--- src/rtl/param_updown_counter.sv ---
// Loadable up/down modulo-MODULUS counter with optional saturation,
// combinational terminal count and a registered one-cycle wrap pulse.
module param_updown_counter #(
    parameter int WIDTH    = 4,
    parameter int MODULUS  = 16,
    parameter int SATURATE = 0
) (
    input  logic             clk,
    input  logic             reset,
    input  logic             en,
    input  logic             load,
    input  logic [WIDTH-1:0] d,
    input  logic             up_dn,
    output logic [WIDTH-1:0] count,
    output logic             tc,
    output logic             wrap
);

    localparam logic [WIDTH-1:0] MAX_COUNT = WIDTH'(MODULUS - 1);
    // One extra bit so MODULUS == 2**WIDTH is representable in the clamp compare.
    localparam logic [WIDTH:0]   MOD_EXT   = (WIDTH + 1)'(MODULUS);
    localparam bit               SAT       = (SATURATE != 0);

    logic [WIDTH-1:0] count_next;
    logic             wrap_next;
    logic             at_max;
    logic             at_min;

    assign at_max = (count == MAX_COUNT);
    assign at_min = (count == '0);
    assign tc     = up_dn ? at_max : at_min;

    // NOTE: every output of this block is given a default first, so no path
    // leaves a variable unassigned and no latch is inferred.
    always_comb begin
        count_next = count;
        wrap_next  = 1'b0;
        if (load) begin
            count_next = ({1'b0, d} >= MOD_EXT) ? MAX_COUNT : d;
        end else if (en) begin
            if (up_dn) begin
                if (!at_max) begin
                    count_next = count + 1'b1;
                end else if (!SAT) begin
                    count_next = '0;
                    wrap_next  = 1'b1;
                end
            end else begin
                if (!at_min) begin
                    count_next = count - 1'b1;
                end else if (!SAT) begin
                    count_next = MAX_COUNT;
                    wrap_next  = 1'b1;
                end
            end
        end
    end

    // NOTE: state registers use non-blocking assignments so every flop samples
    // the pre-edge values; reset here is synchronous and only acts on a clock edge.
    always_ff @(posedge clk) begin
        if (!reset) begin
            count <= '0;
            wrap  <= 1'b0;
        end else begin
            count <= count_next;
            wrap  <= wrap_next;
        end
    end

endmodule

--- config.mk ---
export PLATFORM = sky130hd
export DESIGN_NAME = param_updown_counter
export DESIGN_NICKNAME = d
export VERILOG_FILES = /design/src/rtl/param_updown_counter.sv
export SDC_FILE = /design/constraint.sdc
export NUM_CORES = 1
export LEC_CHECK = 0
export CAP_MARGIN = 20
export CORE_AREA = 8 8 45 47
export CTS_CLUSTER_DIAMETER = 60
export DETAILED_ROUTE_END_ITERATION = 10
export DIE_AREA = 0 0 53 55
export PLACE_DENSITY = 0.67
export SYNTH_ARGS = -nofsm -noshare
export SYNTH_HDL_FRONTEND = slang
export SYNTH_SLANG_ARGS = --single-unit
--- constraint.sdc ---
create_clock -name clk -period 1.55 [get_ports clk]
set_input_delay 0.31 -clock clk [delete_from_list [all_inputs] [get_ports clk]]
set_output_delay 0.31 -clock clk [all_outputs]
set_load 0.02 [all_outputs]
Word level (Yosys, flattened, before mapping)
Index checks and enable logic that the tools add are counted.
{ "totals": {"regBits": 5, "inputBits": 9, "output_inout_bits": 6} }
{ "op_classes": {"reduce_logical": 3, "bitwise": 2, "n_addsub": 2, "n_eq_ne": 1, "mux": 9} }
{ "ops": {"columns": ["op", "count"], "rows": [
  ["$mux W4", 5],
  ["$add A4 B1 Y4 const B", 1],
  ["$eq A4 B4 Y1 const B", 1],
  ["$logic_not A4 Y1", 1],
  ["$mux W1", 4],
  ["$sub A4 B1 Y4 const B", 1],
  ["$reduce_or A3 Y1", 1],
  ["$not A1 Y1", 2],
  ["$reduce_bool A2 Y1", 1]
]} }

Longest topological paths before layout
{ "logic_depth": {"ltp_word": 5, "depth_mapped": 6, "depth_no_buf": 6} }

Worst setup path before layout
Ideal clock, no wire load.
{ "synth_timing": {"kind": "flip-flop to output port", "start": "register count[0]", "end": "output tc", "n_path_buf": 0, "arrival_time_ns": 1.314, "setup_slack_ns": -0.074, "path_stages_with_launch": 5, "cell_sequence": "dfxtp_1 > inv_1 > ha_1 > or4b_4 > nand2_1"} }
{ "synth_via": {"elab_chain_cells": 2, "word_cells_on_any_way": 3} }
{ "synth_lines": {"columns": ["element", "line_no", "text"], "rows": [
  ["from (decl)", "14", "output logic [WIDTH-1:0] count,"],
  ["from (signal assigned)", "66", "count <= count_next;"],
  ["$eq A4 B4 Y1 or $logic_not A4 Y1 (tied branches)", "29, 30", null],
  ["$mux W1 (*)", "31", "assign tc = up_dn ? at_max : at_min;"],
  ["to (decl)", "15", "output logic tc,"]
]} }
Every way passes the cells marked *; elsewhere a longest branch is shown, timed or not.

Worst setup path in the final report
{ "layout_timing": {"start": "input up_dn", "end": "output tc"} }
{ "layout_via": {"elab_chain_cells": 1} }
{ "layout_lines": {"columns": ["element", "line_no", "text"], "rows": [
  ["from (decl)", "13", "input logic up_dn,"],
  ["$mux W1", "31", null]
]} }
Every way passes these cells.

==> results.py <==
metrics = {
    "clock_tree": {
        "cts_hold_buf": 0,
        "numCtsBuffers": 3,
        "cts_tree": "built",
        "insertion_delay_ns": 0.24,
        "clockRootBuffer": "clkbuf_4",
        "clockBufferDepth": 2,
        "clkTransAtPathRegs_ns": 0.05,
        "clock_sinks": 5,
        "htreeDepth": 1,
    },
    "yosys": {
        "yosysTopAreaCell": "dfxtp_1",
        "synth.avg_cell_area_um2": 8.417,
        "netlist.area_leader.share_pct": 27.03,
        "synth_flop_cell": "dfxtp_1",
        "synth_cell_types": 26,
        "async_reset_ff_share_pct": 0,
        "ys_warn_count": 0,
        "syn_nets": 55,
        "synth_common_cells": "dfxtp_1 (5), o21ai_0 (5), inv_1 (4), nand2_1 (4), nor3_1 (3)",
        "synth.area.top_cells": "dfxtp_1 (27%), ha_1 (6.8%), o21ai_0 (6.8%)",
        "synth-edff-count": 0,
        "seq_area_frac_synth_pct": 27.03,
        "synth_area_um2": 370.4,
        "synthCells": 44,
        "postSynthRegisterBits": 5,
    },
    "timing": {
        "skew_ns": 0.004668,
        "max_freq_ghz": 0.5662,
        "fin_crit_ns": 1.766,
        "layout_worst_path_cycle_share_pct": 114.0,
        "setup_viol": 1,
        "hold_viol": 0,
        "worst_pin_slew_ns": 0.2703,
        "rsz0062_at_grt": "true",
        "slew_violations": 0,
        "fin_ws_ns": -0.2163,
        "slew_headroom_pct": 81.75,
        "setup_tns_ns": -0.2163,
    },
    "floorplan": {
        "num_rows": 14,
        "die_y_um": 55,
        "dieArea_um2": 2915,
        "ios": 15,
        "initial_core_util_pct": 26.76,
        "core_um2": 1384,
        "die_w_um": 53,
    },
    "critical_path": {
        "cp.required_ns": 1.24,
        "r2r_setup_slack_ns": 0.08,
        "end_kind": "output pin",
        "critPathMaxFanout": 3,
        "critPathLaunchType": "primary input",
        "path_class": "primary input to output pin",
        "ff2ff_path_depth": 7,
        "timing.rr.start": "count[1]",
        "arrival_ns": 1.46,
        "rr_endpoint": "count[2]",
        "crit_start": "up_dn",
    },
    "routing": {
        "antenna_left": 0,
        "viasPerCell": 4.679,
        "vias": 393,
        "firstDrtPassIters": 4,
        "drc": 0,
        "wl_per_cell_um": 12.05,
        "drt_first_iter_violations": 13,
        "wl_um": 1012,
    },
    "run": {
        "drv_cap": 0,
    },
    "grt": {
        "grt_pass1_vias": 406,
        "track_usage_pct": 7.915,
        "antenna_found_initial": 0,
        "grt_start_max_net_pins": 9,
        "grt-ovfl-total": 0,
        "grt_pass1_wl_um": 1683,
    },
    "layout": {
        "drive_gt1_share_pct": 32.35,
        "nets": 80,
        "fin_util_pct": 44.76,
        "area_growth_pct": 67.23,
        "diodes": 0,
    },
    "hold_path": {
        "hold_start": "count[0]",
        "hold_depth": 4,
        "holdPathEnd": "count[0]",
        "min_path_type": "flip-flop to flip-flop",
    },
    "power": {
        "leakage_uw": 0.0002637,
        "p_total_uw": 467.9,
        "vdd_ir_drop_max_uv": 329.7,
        "power_density_nw_per_um2": 755.5,
    },
    "status": {
        "violations": "setup timing",
        "status": "finished with violations",
    },
    "placement": {
        "portBuffers": 14,
        "dp_hpwl_um": 826.6,
        "place_congestion": 0.8738,
    },
}
[placed cells by master (no fill, tap or decap), drive strengths merged]
master         count
o311a              1
nor2b              1
nand3              1
a21oi              2
nand4b             1
ha                 2
nor3               3
clkdlybuf4s50      9
o211ai             1
o21ai              6
and3               1
clkbuf             4
or4                1
nand2              4
inv                4
a211oi             1
a21boi             1
mux2i              1
xnor2              1
dfxtp              5
and2               1
o311ai             1
mux2               1
or4b               1
nand4              1
xor2               1
dlygate4sd2        4
buf                8
[logic make-up (layout without fill, tap and decap cells)]
family          after synthesis  count (layout)  share of synthesized area (%)
compound gates               13              13                          24.33
xor+xnor                      2               2                          4.731
fa+ha+maj                     2               2                          6.756
buf+inv                       5              29                          7.093
flops                         5               5                          27.03
mux                           2               2                          5.743
simple gates                 15              15                          24.33
[report_power, final]
part	switching, uW	internal (uW)	total [uW]
Sequential	5.18	140	145
Clock	53.0	97.3	150
Combinational	82.9	89.9	173
[flip-flops by register name, indices dropped and copies added (netlist names)]
| name | flops |
|---|---|
| count | 4 |
| wrap | 1 |
[worst max-delay path by stage]
stage	to	slack [ns]
CTS	tc	-0.23
global placement	tc	-0.70
detailed placement	tc	-0.70
floorplan	tc	0.008
finish	tc	-0.22
global route	tc	-0.28
[critical path: stages]
cell and delay (ns):
clkdlybuf4s50_1 0.41, or4b_4 0.53, nand2_4 0.09, buf_6 0.11
[metrics by stage]
step	instance area, um^2	hold WS (ns)	setup slack (ns)	instances
after CTS	610.6	0.6957	-0.2336	84
after global placement	575.6	0.6673	-0.6960	80
after global routing	619.3	0.7362	-0.2804	84
after floorplan	374.1	0.4317	0.008184	44
final	619.3	0.6916	-0.2163	84
after detailed placement	575.6	0.6770	-0.6975	80
[area by class of cell]
cell class	count	area [um^2]
clock buffers	4	26.28
well taps	16	20.02
multi-input cells	34	266.5
inverters	4	15.01
flip-flops and latches	5	102.6
fillers	142	764.5
repair buffers	21	188.9
[layer usage]
metal	GRT usage (%)	wire [um]	up-vias	share of wire (%)
met5	0	0	-	0
met4	5.172	8	0	0.79
met3	4.011	75	2	7.4
met2	12.70	488	13	48
met1	8.030	440	168	43
li1	-	-	210	-
[timing repair]
item	4_1_cts	5_1_grt
setup buffers	0	0
gates resized for setup	14	4
setup endpoints to repair	5	3
pin swaps	2	2
Note: power is estimated with default switching activity, not from simulation.
